===== src/rtl/instruction_fetch.sv =====
// instruction_fetch: MIPS IF stage with PC, handshaked imem read port, IF/ID register and redirect/stall handling
module instruction_fetch #(
  parameter logic [31:0] RESET_PC = 32'h0000_0000,
  parameter logic [31:0] NOP = 32'h0000_0000
) (
  input  logic        clk,
  input  logic        reset,
  input  logic        branchControlInput,
  input  logic [31:0] pcBranchInput,
  input  logic        jumpInput,
  input  logic [31:0] pcJumpInput,
  input  logic        ifFlushInput,
  input  logic        stallInput,
  output logic        imemRequestOutput,
  output logic [31:0] imemAddressOutput,
  input  logic        imemReadyInput,
  input  logic [31:0] imemDataInput,
  output logic [31:0] instructionOutput,
  output logic [31:0] pc4Output,
  output logic        instructionValidOutput,
  output logic [31:0] pcOutput
);
  typedef enum logic [1:0] {IDLE, FETCH, HOLD, DRAIN} state_t;
  state_t state, state_n;
  logic [31:0] pc, pc_n, hbuf, hbuf_n, hpc4, hpc4_n, pend, pend_n;
  logic [31:0] target, pc_plus4, load_instr, load_pc4, instr_n, pc4_n;
  logic redir, load, bubble, flush, take, valid_n;
  assign redir = jumpInput | branchControlInput;
  assign target = (jumpInput ? pcJumpInput : pcBranchInput) & ~32'h3;
  assign pc_plus4 = pc + 32'd4;
  assign imemRequestOutput = (state == FETCH) || (state == DRAIN);
  assign imemAddressOutput = pc;
  assign pcOutput = pc;
  assign flush = ifFlushInput && !stallInput;
  assign take = load && !flush;
  assign instr_n = take ? load_instr : (bubble || flush) ? NOP : instructionOutput;
  assign pc4_n = take ? load_pc4 : pc4Output;
  assign valid_n = take || (!(bubble || flush) && instructionValidOutput);
  always_comb begin
    state_n = state;
    pc_n = pc;
    hbuf_n = hbuf;
    hpc4_n = hpc4;
    pend_n = pend;
    load = 1'b0;
    bubble = 1'b0;
    load_instr = imemDataInput;
    load_pc4 = pc_plus4;
    case (state)
      IDLE: state_n = FETCH;
      FETCH:
        if (stallInput) begin
          if (imemReadyInput) begin
            hbuf_n = imemDataInput;
            hpc4_n = pc_plus4;
            pc_n = pc_plus4;
            state_n = HOLD;
          end
        end else if (imemReadyInput) begin
          pc_n = redir ? target : pc_plus4;
          load = !redir;
          bubble = redir;
        end else begin
          bubble = 1'b1;
          pend_n = redir ? target : pend;
          state_n = redir ? DRAIN : FETCH;
        end
      HOLD:
        if (!stallInput) begin
          state_n = FETCH;
          pc_n = redir ? target : pc;
          load = !redir;
          bubble = redir;
          load_instr = hbuf;
          load_pc4 = hpc4;
        end
      DRAIN: begin
        bubble = 1'b1;
        if (imemReadyInput) begin
          pc_n = (redir && !stallInput) ? target : pend;
          state_n = FETCH;
        end else if (redir && !stallInput) begin
          pend_n = target;
        end
      end
      default: state_n = IDLE;
    endcase
  end
  always_ff @(posedge clk) begin
    if (!reset) begin
      state <= IDLE;
      pc <= RESET_PC;
      hbuf <= '0;
      hpc4 <= '0;
      pend <= '0;
      instructionOutput <= NOP;
      pc4Output <= '0;
      instructionValidOutput <= 1'b0;
    end else begin
      state <= state_n;
      pc <= pc_n;
      hbuf <= hbuf_n;
      hpc4 <= hpc4_n;
      pend <= pend_n;
      instructionOutput <= instr_n;
      pc4Output <= pc4_n;
      instructionValidOutput <= valid_n;
    end
  end
endmodule


===== config.mk =====
export PLATFORM = sky130hd
export DESIGN_NAME = instruction_fetch
export DESIGN_NICKNAME = d
export VERILOG_FILES = /design/src/rtl/instruction_fetch.sv
export SDC_FILE = /design/constraint.sdc
export NUM_CORES = 1
export LEC_CHECK = 0
export BUFFER_PORTS_ARGS = -buffer_cell sky130_fd_sc_hd__buf_2
export CELL_PAD_IN_SITES_DETAIL_PLACEMENT = 0
export CELL_PAD_IN_SITES_GLOBAL_PLACEMENT = 2
export CORE_UTILIZATION = 27
export DETAILED_ROUTE_END_ITERATION = 10
export PLACE_DENSITY_LB_ADDON = 0.1
export SYNTH_ARGS = -nofsm -noshare
export SYNTH_HDL_FRONTEND = slang
export SYNTH_SLANG_ARGS = --single-unit

===== constraint.sdc =====
create_clock -name clk -period 2.2 [get_ports clk]
set_input_delay 0.33 -clock clk [delete_from_list [all_inputs] [get_ports clk]]
set_output_delay 0.33 -clock clk [all_outputs]
set_load 0.01 [all_outputs]

**Word level (Yosys, flattened, before mapping)**

Index checks and enable logic that the tools add are counted.

- Reduce and logical (&&, ||, !) cells: 19
- Shift operators: 0
- Bitwise gates (word level): 1
- Div/mod/pow operators: 0
- Add/sub/neg operators: 1
- $lt $le $gt $ge: 0
- Equal/unequal tests: 13
- Multiplexer cells: 35
- Multiply operators: 0

Operators with widths:

| operator | count |
|---|---|
| 32-bit two-way mux | 18 |
| 32-bit one-hot mux with 3 select lines | 1 |
| 32-bit one-hot mux with 2 select lines | 1 |
| 32-bit by 3-bit adder with 32-bit output (second input constant) | 1 |
| 2-bit != test (second input constant) | 8 |
| 2-bit two-way mux | 6 |
| 5-bit AND reduction | 2 |
| 2-bit one-hot mux with 4 select lines | 1 |
| 1-bit two-way mux | 6 |
| 3-bit != test (second input constant) | 2 |
| 2-bit == test (second input constant) | 2 |
| 1-bit logical AND | 4 |
| 1-bit zero test | 4 |
| 4-bit AND reduction | 1 |
| 2-bit nonzero test | 2 |
| 1-bit logical OR | 3 |
| 1-bit one-hot mux with 3 select lines | 1 |
| 3-bit AND reduction | 1 |
| 3-bit nonzero test | 1 |
| 2-bit by 1-bit == test with 1-bit output (second input constant) | 1 |
| 2-bit zero test | 1 |
| 1-bit one-hot mux with 2 select lines | 1 |
| 1-bit OR | 1 |

- Bits in latches: 0
- Bits of input ports: 103
- Memory bits (read-only): 0
- Memories kept: 0
- Bits in writable memories: 0
- Logic and storage cells: 77
- Register bits after elaboration: 195
- Output and inout bits: 130

**Depth between registers and ports, before layout**

- Depth in word-level cells: 8
- Gate-level depth with buffers: 10
- Mapped depth without buffers: 7

**Worst setup path before layout**

Ideal clock, no wire load.

- Path kind: reg-to-reg
- Start point: register pc[2], in the netlist imemAddressOutput[2]
- End point: register pc[30], in the netlist imemAddressOutput[30]
- Required time: 2076 ps
- Setup slack: 31 ps
- Period minus slack after synthesis: 2169 ps
- Library setup time: 124 ps
- Data arrival time: 2044 ps
- Cell stages (with the launch flop): 7
- Path buffers: 0
- Cell sequence: dfxtp_1 > ha_1 > nand3_1 > or4_1 > o31a_1 > o311ai_1 > a21oi_1

- Cells in the longest elaborated chain, start to end: 5
- Elaborated cells between the ends (all ways): 6
- Classes of those cells: add/sub (1); mux (5)

Ends and longest elaborated chain:

| what | RTL line | text |
|---|---|---|
| start, declared | 25 | `logic [31:0] pc, pc_n, hbuf, hbuf_n, hpc4, hpc4_n, pend, pend_n;` |
| start signal, assigned | 101 | `pc <= pc_n;` |
| 32-bit by 3-bit adder with 32-bit output (*) | 30 | `assign pc_plus4 = pc + 32'd4;` |
| 32-bit two-way mux | 60 | `pc_n = redir ? target : pc_plus4;` |
| 32-bit two-way mux | 59 | `end else if (imemReadyInput) begin` |
| 32-bit two-way mux (*) | 52 | `if (stallInput) begin` |
| 32-bit one-hot mux with 3 select lines (*) | 49 | `case (state)` |

Mark *: on every way between the ends. The rest lies on a longest branch, timed or not. The select of a mux whose other input is x is not followed.
A chain may end at the register's enable or synchronous reset.

**Worst setup path in the final report**

- Start point: register pc[5], in the netlist imemAddressOutput[5]
- End point: register pc[17], in the netlist imemAddressOutput[17]

The elaborated chain is that of the path after synthesis.

==> qor.txt <==
status: finished clean
fraction of layout cells with a size suffix above 1: 0.284
Synthesis Warnings: 0
Fill cells: 3745
Worst-Margin Slew: 0.533 ns
largest area contributor in the netlist: dfxtp_1
Synth cell types: 66
final worst path period share: 0.981
Post-synth ARST share: 0
Die H: 190 um
clock sinks: 195
Synth top cells by count: nand2_1, dfxtp_1, a21oi_1
Pins Over Slew Limit: 0
routed length per instance: 18.8 um
drc violations: 0
maxcap violations: 0
Cells after Synth: 1241
final instance area: 0.0126 mm2
Max H-tree Level: 4
Die Span X: 190 um
largest net degree at the start of global routing: 65
critical path's slowest cell: dfxtp_1
IO buf count: 228
VDD IR max: 0.000559 V
Clock Root Buffer: clkbuf_16
DR iter-0 viols: 481
I/O pins: 233
Slew Limit Headroom: 0.634
CTS tree: built
initial antenna violation count: 1
final critical-path required period: 2.16 ns
Inserted Clock Buffers: 17
Leakage: 0.00528 uW
synthesized area: 0.00956 mm2
CP cell instances: nand4_1 > buf_4 > nor4_1 > xor2_1 > buf_4 > o21ai_0 > a21oi_1
global-route usage over all layers: 0.200
CP max stage delay: 0.42 ns
Pwr Density: 777 mW/mm2
drt pass-1 iters: 4
DRT Wirelength: 36.7 mm
Final setup viols: 0
RSZ-0062 raised after global routing: true
number of global-route vias before repair: 9026
deepest clock path buffer count: 2
Setup WS pre-CTS: -0.0971 ns
GP Congestion: 0.816
most numerous cell in the Yosys netlist: nand2_1
Initial Utilization: 0.275
cell count after placement: 1914
mean post-synth cell area: 7.70 um2
clock slew at reported path FFs: 0.08 ns
post-route insts no fill: 1952
cts hold-fix bufs: 0
worst hold slack: 0.132 ns
CP Class: flip-flop to flip-flop
Syn Nets: 1349
Vias/cell: 4.91
Seq/Total Area, Yosys: 0.408
routed vias: 9593
Placed Area: 0.0118 mm2
Core Footprint: 0.0347 mm2
ranking of synthesized cells by area: dfxtp_1, a21oi_1, nand2_1, nor2_1, mux2i_1
die area: 0.0362 mm2
fmax: 0.463 GHz
CP endpoint kind: flip-flop
prevailing post-synth register cell: dfxtp_1
antenna viol nets, final: 0
clock skew: 0.00963 ns
HPWL after detailed placement: 26.6 mm
clk_lat worst skew: 0.44 ns
Hold Path Class: input pin to flip-flop
Critical Path RT: 2.52 ns
Final #Nets: 1590
crit-path most repeated cell: buf_4
Layout area overhead: 31.8%
CP max FO: 5
Worst EP arrival: 2.48 ns
first-pass GRT wire length: 54.9 mm
Final WS setup: 0.0415 ns
CP startpoint kind: flip-flop
Yosys top cell area share: 0.408
Overflow after GRT: 0
#FFs+latches synth: 195
Post-synth EDFFs: 0
Site Rows: 68
Fin. Hold Viols: 0
## flip-flops by register name, indices dropped and copies added, names as in the netlist
signal / cells
hbuf: 32
hpc4: 32
imemAddressOutput: 32
instructionOutput: 32
pc4Output: 32
pend: 32
state: 2
instructionValidOutput: 1
## timing repair
action | 4_1_cts | 5_1_grt
resized for setup | 2 | 17
pin swaps | 0 | 2
buffers inserted | 0 | 2
cloned | 0 | 2
endpoints found under the setup margin | 2 | 50
## worst max-delay path, delay by kind of cell (launching register included)
family / cells / cell delay (ns)
compound gates: 2 / 0.42
xor+xnor: 1 / 0.24
buf+inv: 2 / 0.42
flops: 1 / 0.42
simple gates: 2 / 0.53
## cell type report
cell class	count	area, um2	share of cell area
multi-input cells	897	5070	0.402
diodes	2	5.00	0.000397
inverters	14	55.1	0.00437
repair buffers	357	2310	0.184
clock buffers	21	460	0.0365
clock inverters	11	221	0.0176
well taps	455	569	0.0452
flip-flops and latches	195	3910	0.310
## layer usage
layer  GRT usage  share of wire  vias up
met5           0              0        -
met3      0.0332          0.041        8
met4      0.0329         0.0051        0
li1            -              -     4852
met2       0.304           0.44      223
met1       0.297           0.52     4510
## placed cells by master (no fill, tap or decap), drive strengths merged, types with 4 or more instances in the layout
cell type  count
buf          356
nand2        196
dfxtp        195
a21oi        169
nor2         128
o21ai         62
a211oi        38
mux2i         33
nand3         30
nor3          26
clkbuf        22
a31oi         18
inv           16
o22ai         14
o221ai        14
and3          13
xor2          12
xnor2         11
nand4         11
nor4          11
nand2b        10
a22oi          8
a311oi         8
o211ai         6
bufinv         6
o31a           5
ha             5
o31ai          4
a221oi         4
o211a          4
and4           4
nor2b          4
## stage by stage
step           power [uW]   util  TNS [ns]
6_report             9790  0.363         0
3_3_place_gp         6130  0.339   -0.0621
5_1_grt             10200  0.363   -0.0255
3_5_place_dp         6130  0.339    -0.109
4_1_cts              9850  0.359         0
2_1_floorplan        5100      -         0
## worst paths after layout
check | startpoint | endpoint | slack, ns | depth (start not counted)
max | imemAddressOutput[5] | imemAddressOutput[17] | 0.04 | 7
min | imemDataInput[18] | hbuf[18] | 0.13 | 3
max reg2reg | imemAddressOutput[5] | imemAddressOutput[17] | 0.04 | 7
min reg2reg | hbuf[8] | hbuf[8] | 0.46 | 2
## where the power goes
group          total, uW  switching [uW]  internal (uW)
Clock               3690            1480           2210
Combinational       2250            1350            904
Sequential          3850             130           3720
Total               9790            2960           6830
## cells by family after synthesis
| family | share of synthesized area |
|---|---|
| muxes | 0.0357 |
| buffers and inverters | 0.0736 |
| xor gates and xnor gates | 0.0211 |
| AOI/OAI and AO/OA | 0.246 |
| adders and majority gates | 0.00654 |
| and+or+nand+nor | 0.208 |
| DFF | 0.408 |
Note: power is estimated with default switching activity, not from simulation.
